### src/rtl/alu_exec_unit.sv
// EX-stage integer unit: single-cycle ALU ops plus iterative MULTU/DIVU.
// HI/LO are architectural registers written only when a mul/div completes.
module alu_exec_unit #(
    parameter int WIDTH  = 32,
    parameter bit DIV_EN = 1'b1
) (
    input  logic             clk,
    input  logic             reset,
    input  logic             in_valid,
    output logic             in_ready,
    input  logic [1:0]       alu_op,
    input  logic [5:0]       funct,
    input  logic [WIDTH-1:0] op_a,
    input  logic [WIDTH-1:0] op_b,
    output logic             out_valid,
    output logic [WIDTH-1:0] result,
    output logic             zero,
    output logic             overflow,
    output logic             invalid_op,
    output logic             div_by_zero,
    output logic [WIDTH-1:0] hi,
    output logic [WIDTH-1:0] lo
);

    localparam int CW = $clog2(WIDTH);
    localparam logic [CW-1:0] LAST = CW'(WIDTH - 1);

    typedef enum logic [1:0] {
        S_IDLE,
        S_MUL,
        S_DIV
    } state_t;

    typedef enum logic [1:0] {
        K_ALU,
        K_MUL,
        K_DIV,
        K_DZ
    } kind_t;

    state_t state;
    state_t state_next;
    kind_t  kind;

    logic             accept;
    logic [WIDTH-1:0] sum;
    logic [WIDTH-1:0] diff;
    logic             add_ovf;
    logic             sub_ovf;
    logic             slt;
    logic             sltu;
    logic [WIDTH-1:0] dec_res;
    logic             dec_ovf;
    logic             dec_inv;

    logic [CW-1:0]    cnt;
    logic [WIDTH-1:0] acc_hi;
    logic [WIDTH-1:0] acc_lo;
    logic [WIDTH-1:0] dvs;
    logic [WIDTH:0]   mul_sum;
    logic [WIDTH:0]   div_shift;
    logic [WIDTH:0]   div_diff;
    logic             div_ge;
    logic [WIDTH-1:0] step_hi;
    logic [WIDTH-1:0] step_lo;
    logic             last_iter;

    assign in_ready  = (state == S_IDLE) & ~reset;
    assign accept    = in_valid & in_ready;
    assign last_iter = (state != S_IDLE) & (cnt == LAST);

    assign sum     = op_a + op_b;
    assign diff    = op_a - op_b;
    assign add_ovf = (op_a[WIDTH-1] == op_b[WIDTH-1]) &
                     (sum[WIDTH-1] != op_a[WIDTH-1]);
    assign sub_ovf = (op_a[WIDTH-1] != op_b[WIDTH-1]) &
                     (diff[WIDTH-1] != op_a[WIDTH-1]);
    assign slt     = $signed(op_a) < $signed(op_b);
    assign sltu    = op_a < op_b;

    // Decode alu_op/funct into an op class and the single-cycle result
    always_comb begin
        kind    = K_ALU;
        dec_res = '0;
        dec_ovf = 1'b0;
        dec_inv = 1'b0;
        case (alu_op)
            2'b00: begin
                dec_res = sum;
                dec_ovf = add_ovf;
            end
            2'b01: begin
                dec_res = diff;
                dec_ovf = sub_ovf;
            end
            2'b10: begin
                case (funct)
                    6'b100000: begin
                        dec_res = sum;
                        dec_ovf = add_ovf;
                    end
                    6'b100001: dec_res = sum;
                    6'b100010: begin
                        dec_res = diff;
                        dec_ovf = sub_ovf;
                    end
                    6'b100011: dec_res = diff;
                    6'b100100: dec_res = op_a & op_b;
                    6'b100101: dec_res = op_a | op_b;
                    6'b100110: dec_res = op_a ^ op_b;
                    6'b100111: dec_res = ~(op_a | op_b);
                    6'b101010: dec_res = {{(WIDTH-1){1'b0}}, slt};
                    6'b101011: dec_res = {{(WIDTH-1){1'b0}}, sltu};
                    6'b011001: kind = K_MUL;
                    6'b011011: begin
                        if (DIV_EN) begin
                            kind = (op_b == '0) ? K_DZ : K_DIV;
                        end else begin
                            dec_inv = 1'b1;
                        end
                    end
                    6'b010000: dec_res = hi;
                    6'b010010: dec_res = lo;
                    default:   dec_inv = 1'b1;
                endcase
            end
            default: dec_inv = 1'b1;
        endcase
    end

    // One shift-add or restoring-divide step on the shared accumulator
    always_comb begin
        mul_sum   = {1'b0, acc_hi} + (acc_lo[0] ? {1'b0, dvs} : '0);
        div_shift = {acc_hi, acc_lo[WIDTH-1]};
        div_diff  = div_shift - {1'b0, dvs};
        div_ge    = div_shift >= {1'b0, dvs};
        step_hi   = '0;
        step_lo   = '0;
        if (state == S_MUL) begin
            step_hi = mul_sum[WIDTH:1];
            step_lo = {mul_sum[0], acc_lo[WIDTH-1:1]};
        end else begin
            step_hi = div_ge ? div_diff[WIDTH-1:0] : div_shift[WIDTH-1:0];
            step_lo = {acc_lo[WIDTH-2:0], div_ge};
        end
    end

    // State register
    always_ff @(posedge clk) begin
        if (reset) begin
            state <= S_IDLE;
        end else begin
            state <= state_next;
        end
    end

    // Next state: leave IDLE on mul/div accept, return after the last step
    always_comb begin
        state_next = state;
        case (state)
            S_IDLE: begin
                if (accept && kind == K_MUL) begin
                    state_next = S_MUL;
                end else if (accept && kind == K_DIV) begin
                    state_next = S_DIV;
                end
            end
            S_MUL, S_DIV: begin
                if (cnt == LAST) begin
                    state_next = S_IDLE;
                end
            end
            default: state_next = S_IDLE;
        endcase
    end

    // Result/flag registers, iteration datapath and HI/LO updates
    always_ff @(posedge clk) begin
        if (reset) begin
            out_valid   <= 1'b0;
            result      <= '0;
            zero        <= 1'b0;
            overflow    <= 1'b0;
            invalid_op  <= 1'b0;
            div_by_zero <= 1'b0;
            hi          <= '0;
            lo          <= '0;
            cnt         <= '0;
            acc_hi      <= '0;
            acc_lo      <= '0;
            dvs         <= '0;
        end else begin
            out_valid   <= 1'b0;
            zero        <= 1'b0;
            overflow    <= 1'b0;
            invalid_op  <= 1'b0;
            div_by_zero <= 1'b0;
            if (accept) begin
                case (kind)
                    K_ALU: begin
                        out_valid  <= 1'b1;
                        result     <= dec_res;
                        zero       <= (dec_res == '0) & ~dec_inv;
                        overflow   <= dec_ovf;
                        invalid_op <= dec_inv;
                    end
                    K_MUL, K_DIV: begin
                        acc_hi <= '0;
                        acc_lo <= op_a;
                        dvs    <= op_b;
                        cnt    <= '0;
                    end
                    K_DZ: begin
                        out_valid   <= 1'b1;
                        result      <= '0;
                        zero        <= 1'b1;
                        div_by_zero <= 1'b1;
                        hi          <= op_a;
                        lo          <= '1;
                    end
                    default: ;
                endcase
            end
            if (state != S_IDLE) begin
                acc_hi <= step_hi;
                acc_lo <= step_lo;
                cnt    <= cnt + 1'b1;
                if (last_iter) begin
                    hi        <= step_hi;
                    lo        <= step_lo;
                    out_valid <= 1'b1;
                    result    <= '0;
                    zero      <= 1'b1;
                    cnt       <= '0;
                end
            end
        end
    end

endmodule

### config.mk
export PLATFORM = sky130hd
export DESIGN_NAME = alu_exec_unit
export DESIGN_NICKNAME = d
export VERILOG_FILES = /design/src/rtl/alu_exec_unit.sv
export SDC_FILE = /design/constraint.sdc
export NUM_CORES = 1
export LEC_CHECK = 0
export BUFFER_PORTS_ARGS = -buffer_cell sky130_fd_sc_hd__buf_2
export CORE_AREA = 10 10 208 210
export CTS_CLUSTER_SIZE = 20
export DETAILED_ROUTE_END_ITERATION = 8
export DIE_AREA = 0 0 218 220
export PLACE_DENSITY_LB_ADDON = 0.3
export SLEW_MARGIN = 10
export SYNTH_ARGS = -nofsm -noshare
export SYNTH_HDL_FRONTEND = slang
export SYNTH_SLANG_ARGS = --single-unit
export TNS_END_PERCENT = 20
### constraint.sdc
create_clock -name clk -period 3.6 [get_ports clk]
set_input_delay 0.72 -clock clk [delete_from_list [all_inputs] [get_ports clk]]
set_output_delay 0.72 -clock clk [all_outputs]
set_load 0.005 [all_outputs]
**Word-level counts from Yosys, hierarchy flattened**

Cells that the tools add are included.

- $add $sub $neg: 5
- Magnitude comparators: 3
- Equality and inequality tests: 28
- Muxes and demuxes: 48
- Bitwise logic cells: 14
- Reduce and logical (&&, ||, !) cells: 22

Operator list:

| operator | number |
|---|---|
| 32-bit 2-to-1 mux | 21 |
| 32-bit one-hot mux with 10 select lines | 1 |
| 32-bit one-hot mux with 3 select lines | 1 |
| 32-bit zero test | 2 |
| 32-bit < comparator | 2 |
| 32-bit one-hot mux with 2 select lines | 1 |
| 32-bit subtractor | 2 |
| 6-bit == test (second input constant) | 10 |
| 32-bit by 32-bit adder with 33-bit output | 1 |
| 33-bit by 32-bit greater-or-equal comparator with 1-bit output | 1 |
| 32-bit adder | 1 |
| 32-bit AND | 1 |
| 32-bit inverter | 1 |
| 32-bit OR | 1 |
| 32-bit bitwise XOR | 1 |
| 6-bit by 5-bit == test with 1-bit output (second input constant) | 4 |
| 5-bit 2-to-1 mux | 4 |
| 14-bit OR reduction | 1 |
| 2-bit OR reduction | 7 |
| 1-bit 2-to-1 mux | 10 |
| 2-bit == test (second input constant) | 4 |
| 2-bit 2-to-1 mux | 4 |
| 2-bit one-hot mux with 2 select lines | 2 |
| 1-bit AND | 6 |
| 15 further kinds | 31 |

- Flip-flop bits (word level): 204
- Input bits: 75

**Depth between registers and ports, before layout**

- Depth in word-level cells: 10
- Mapped depth: 16
- Depth with buffers taken out: 15

**Worst setup path after synthesis**

Ideal clock, no wire load.

- Path kind: in2reg
- Start point: input op_a[0]
- End point: register zero
- Arrival time: 3542 ps
- Required time: 3481 ps
- Slack: -61 ps
- Stages: 14
- Cells stage by stage: inv_1 > ha_1 > inv_1 > fa_1 > nor2b_4 > o311a_4 > o221a_4 > o2111a_1 > o2111a_1 > or2_4 > o311a_2 > and4bb_1 > nand4_1 > nand2_1

- Word-level cells in the longest chain between the ends: 10
- Elaborated cells on any way between the ends: 16
- Those cells by class: add/sub: 2; order compare: 2; mux: 6; bitwise: 5; reduce/logical: 1

Ends and longest elaborated chain:

| item | RTL line | text |
|---|---|---|
| from (decl) | 13 | `input logic [WIDTH-1:0] op_a,` |
| parallel branches: the longest is 3 deep, another holds 32-bit subtractor | -- |  |
| 32-bit one-hot mux with 3 select lines (*) | 87 | `case (alu_op)` |
| 32-bit zero test (*) | 203 | `zero <= (dec_res == '0) & ~dec_inv;` |
| 1-bit AND (*) | 203 |  |
| 1-bit one-hot mux with 2 select lines (*) | 199 | `case (kind)` |
| 1-bit 2-to-1 mux (*) | 198 | `if (accept) begin` |
| 1-bit 2-to-1 mux | 228 | `if (last_iter) begin` |
| 1-bit 2-to-1 mux (*) | 224 | `if (state != S_IDLE) begin` |
| to (signal assigned) | 203 |  |
| to (decl) | 17 | `output logic zero,` |

Every way passes the cells marked *.
A chain may end at the register's enable or synchronous reset.

**Final worst setup path**

- Start point: input op_b[3]
- End point: register zero

- Word-level cells in the longest chain between the ends: 10
- Elaborated cells on any way between the ends: 22
- Those cells by class: add/sub: 2; order compare: 2; eq/ne: 1; mux: 9; bitwise: 5; reduce/logical: 3

Ends and longest elaborated chain:

| item | RTL line | text |
|---|---|---|
| from (decl) | 14 | `input logic [WIDTH-1:0] op_b,` |
| parallel branches: the longest is 6 deep, another holds 32-bit subtractor | -- |  |
| 1-bit one-hot mux with 2 select lines (*) | 199 |  |
| 1-bit 2-to-1 mux (*) | 198 |  |
| 1-bit 2-to-1 mux | 228 |  |
| 1-bit 2-to-1 mux (*) | 224 |  |

Marked as above.

==> flow_metrics.env <==
export IMPL_status="finished, final reports clean"
export IMPL_slowest_delay_ns=0.52
export IMPL_place_ws_ns=-0.432
export IMPL_power_density_mw_per_mm2=275
export IMPL_sw_frac_of_total_pct=31.5
export IMPL_synth_top_family_by_area="compound AO/OA/AOI/OAI gates"
export IMPL_worstPathRequired_ns=4.08
export IMPL_min_period_over_period_pct=97.8
export IMPL_ios=177
export IMPL_dr_first_iter_drc_count=2471
export IMPL_clock_path_buffers=3
export IMPL_hp_class="reg2reg"
export IMPL_place_inst=3557
export IMPL_gp_congestion=1.07
export IMPL_arrival_ns=4.00
export IMPL_fmax_mhz=284
export IMPL_synthFlopType="dfxtp_1"
export IMPL_grt_pass1_vias=20900
export IMPL_slowest_stage="ha_1"
export IMPL_io_buffers=176
export IMPL_die_height_um=220
export IMPL_drive_above_1_share_pct=24.8
export IMPL_core_area_mm2=0.0393
export IMPL_dp_hpwl_um=65400
export IMPL_mostFrequentLayoutCells="buf_4 (402), nand2_1 (337), nor2_1 (253), dfxtp_1 (203), a21oi_1 (193)"
export IMPL_path_max_fanout=8
export IMPL_crit_chain="buf_2 -> inv_1 -> ha_1 -> o21ai_1 -> buf_4 -> nor2_1 -> o21ai_1 -> a41o_1 -> a2111oi_0 -> o22ai_1 -> nor4_2 -> nand4_1 -> nor4_2 -> nand4_1 -> nand2_1"
export IMPL_drv_slew=0
export IMPL_numCtsBuffers=24
export IMPL_synthAdderAreaFrac_pct=11.3
export IMPL_grt_start_max_net_pins=153
export IMPL_seqPwrFrac_pct=34.3
export IMPL_syn_area_mm2=0.0192
export IMPL_grt_setup_unrepaired="true"
export IMPL_worstMarginPinSlew_ns=1.01
export IMPL_synth_area_mux_share_pct=4.59
export IMPL_detail_route_antenna_nets=0
export IMPL_cp_start_kind="input port"
export IMPL_overflow=0
export IMPL_cts_tree="built"
export IMPL_final_common_cell="buf_4"
export IMPL_grt_pass1_wl_um=124000
export IMPL_path_class="in2reg"
export IMPL_synthCells=2619
export IMPL_nNetsFinal=3307
export IMPL_synth_simple_area_share_pct=22.6
export IMPL_p_comb_share_pct=28.1
export IMPL_drt_total_wl_um=81600
export IMPL_antenna_found_initial=2
export IMPL_first_pass_iters=6
export IMPL_insertion_delay_ns=0.54
export IMPL_h_tree_depth=1
export IMPL_grt_use_total_pct=32.5
export IMPL_viasPerCell=6.16
export IMPL_p_sw_mw=2.11
export IMPL_max_slew_margin_pct=32.9
export IMPL_fin_ws_ns=0.0799
export IMPL_skew_ns=0.0140
export IMPL_yosys_register_bits=204
export IMPL_root_buffer="clkbuf_16"
export IMPL_die_w_um=218
export IMPL_cts_sinks=204
export IMPL_path_clk_slew_ns=0.06
export IMPL_power_internal_mw=4.59
export IMPL_placementRows=73
export IMPL_wl_per_cell_um=22.7
export IMPL_endpoint_kind="flip-flop"
export IMPL_clock_power_share_pct=37.7
export IMPL_fin_crit_ns=3.52
export IMPL_drc=0
export IMPL_initial_core_util_pct=49.0
export IMPL_synth_compound_area_share_pct=28.9
export IMPL_ctsHoldBuffers=0
export IMPL_final_cells=3601
export IMPL_fillers=3641
export IMPL_hold_viol=0
export IMPL_synthXorXnorAreaFrac_pct=4.37
export IMPL_ys_types=103
export IMPL_yosysWarnings=0
export IMPL_vias=22200
export IMPL_syn_to_final_growth_pct=26.6
export IMPL_finalSetupViolCount=0
export IMPL_seq_area_frac_synth_pct=21.2
export IMPL_peakVddDrop_mv=0.390
export IMPL_total_leakage_power_nw=11.3
export IMPL_dieArea_mm2=0.0480
export IMPL_syn_avg_cell_area_um2=7.35
export IMPL_async_flop_share_pct=0
export IMPL_maxCapViolations=0
export IMPL_synth_edf_count=0
export IMPL_synthesis_nets=2866
==> final timing paths <==
path                                from                      end  slack [ns]  cells past startpoint
setup reg to reg  acc_lo[0]$_SDFFE_PP0P_  acc_hi[19]$_SDFFE_PP0P_        0.19                     15
setup / recovery                 op_b[3]          zero$_SDFF_PP0_        0.08                     15
hold reg to reg    result[30]$_SDFF_PP0_    result[30]$_SDFF_PP0_        0.46                      2
hold / removal     result[30]$_SDFF_PP0_    result[30]$_SDFF_PP0_        0.46                      2
==> metal layers <==
layer,vias to the layer above,part of all wire [%],global-route usage (%)
met3,148,9.1,3.95
met2,1094,45,51.3
met1,10600,43,44.8
met4,0,3.5,11.4
li1,10300,-,-
met5,-,0,0
==> repair_timing <==
item                                    CTS  global route
buffers inserted                          0             2
resized for setup                         5            19
pin swaps                                 0             5
endpoints found under the setup margin   13            28
endpoints found under the hold margin     0             0
==> metrics by stage <==
stage | hold WS, ns | area, um^2 | power [mW] | setup TNS, ns | util [%]
2_1_floorplan | 0.445 | 19200 | 3.28 | 0 | -
3_3_place_gp | 0.441 | 23400 | 4.15 | -4.27 | 59.7
3_5_place_dp | 0.455 | 23400 | 4.16 | -4.74 | 59.7
4_1_cts | 0.463 | 24300 | 6.65 | 0 | 61.8
5_1_grt | 0.497 | 24400 | 6.93 | -0.0557 | 62.0
6_report | 0.460 | 24400 | 6.69 | 0 | 62.0
==> sequential cells by signal, indices dropped and copies added (netlist names) <==
| register | cells |
|---|---|
| acc_hi | 32 |
| acc_lo | 32 |
| cnt | 5 |
| div_by_zero | 1 |
| dvs | 32 |
| hi | 32 |
| invalid_op | 1 |
| lo | 32 |
| out_valid | 1 |
| overflow | 1 |
| result | 32 |
| state | 2 |
| zero | 1 |
==> final cells by class <==
cell class              count  area, um^2  share of cell area, %
diodes                      1        2.50                 0.0103
clock buffers              33         716                   2.94
clock inverters             8        85.1                  0.349
inverters                 150         563                   2.31
multi-input cells        2085       14000                   57.4
flip-flops and latches    204        4090                   16.8
well taps                 525         657                   2.70
repair buffers            595        4270                   17.5
==> critical path: cells and delay by family <==
family / cells / cell delay [ns]
AND/OR/NAND/NOR: 6 / 1.26
adder cells (fa/ha/maj): 1 / 0.52
AO/OA/AOI/OAI: 5 / 1.20
buffers and inverters: 3 / 0.31
==> cells by family after synthesis <==
group,Yosys count
simple gates,942
compound gates,791
buf+inv,330
flops,204
fa+ha+maj,172
xor+xnor,96
mux,84
==> power groups by stage <==
stage	combinational (mW)	clock [mW]	sequential [mW]
after floorplan	0.933	0	2.34
after global placement	1.81	0	2.34
after detailed placement	1.82	0	2.34
after CTS	1.83	2.53	2.29
after global routing	2.01	2.63	2.30
final	1.88	2.52	2.29
==> synth_stat cells (all sizes together) (22+ instances only) <==
cell type	count	area, um^2
a311oi	50	438
buf	43	253
a22oi	32	240
xnor2	71	622
xor2	25	219
o211ai	22	165
clkbuf	137	514
o21ai	134	678
nor4	27	194
dfxtp	204	4080
and3	25	156
a21oi	195	976
a21o	58	435
nand2b	22	138
nor3	108	541
a31oi	31	215
and2	47	294
nand2	340	1280
a211oi	32	250
inv	148	556
nor2	253	950
mux2	34	383
ha	168	2100
mux2i	50	500
nand3	32	165
Note: power is estimated with default switching activity, not from simulation.
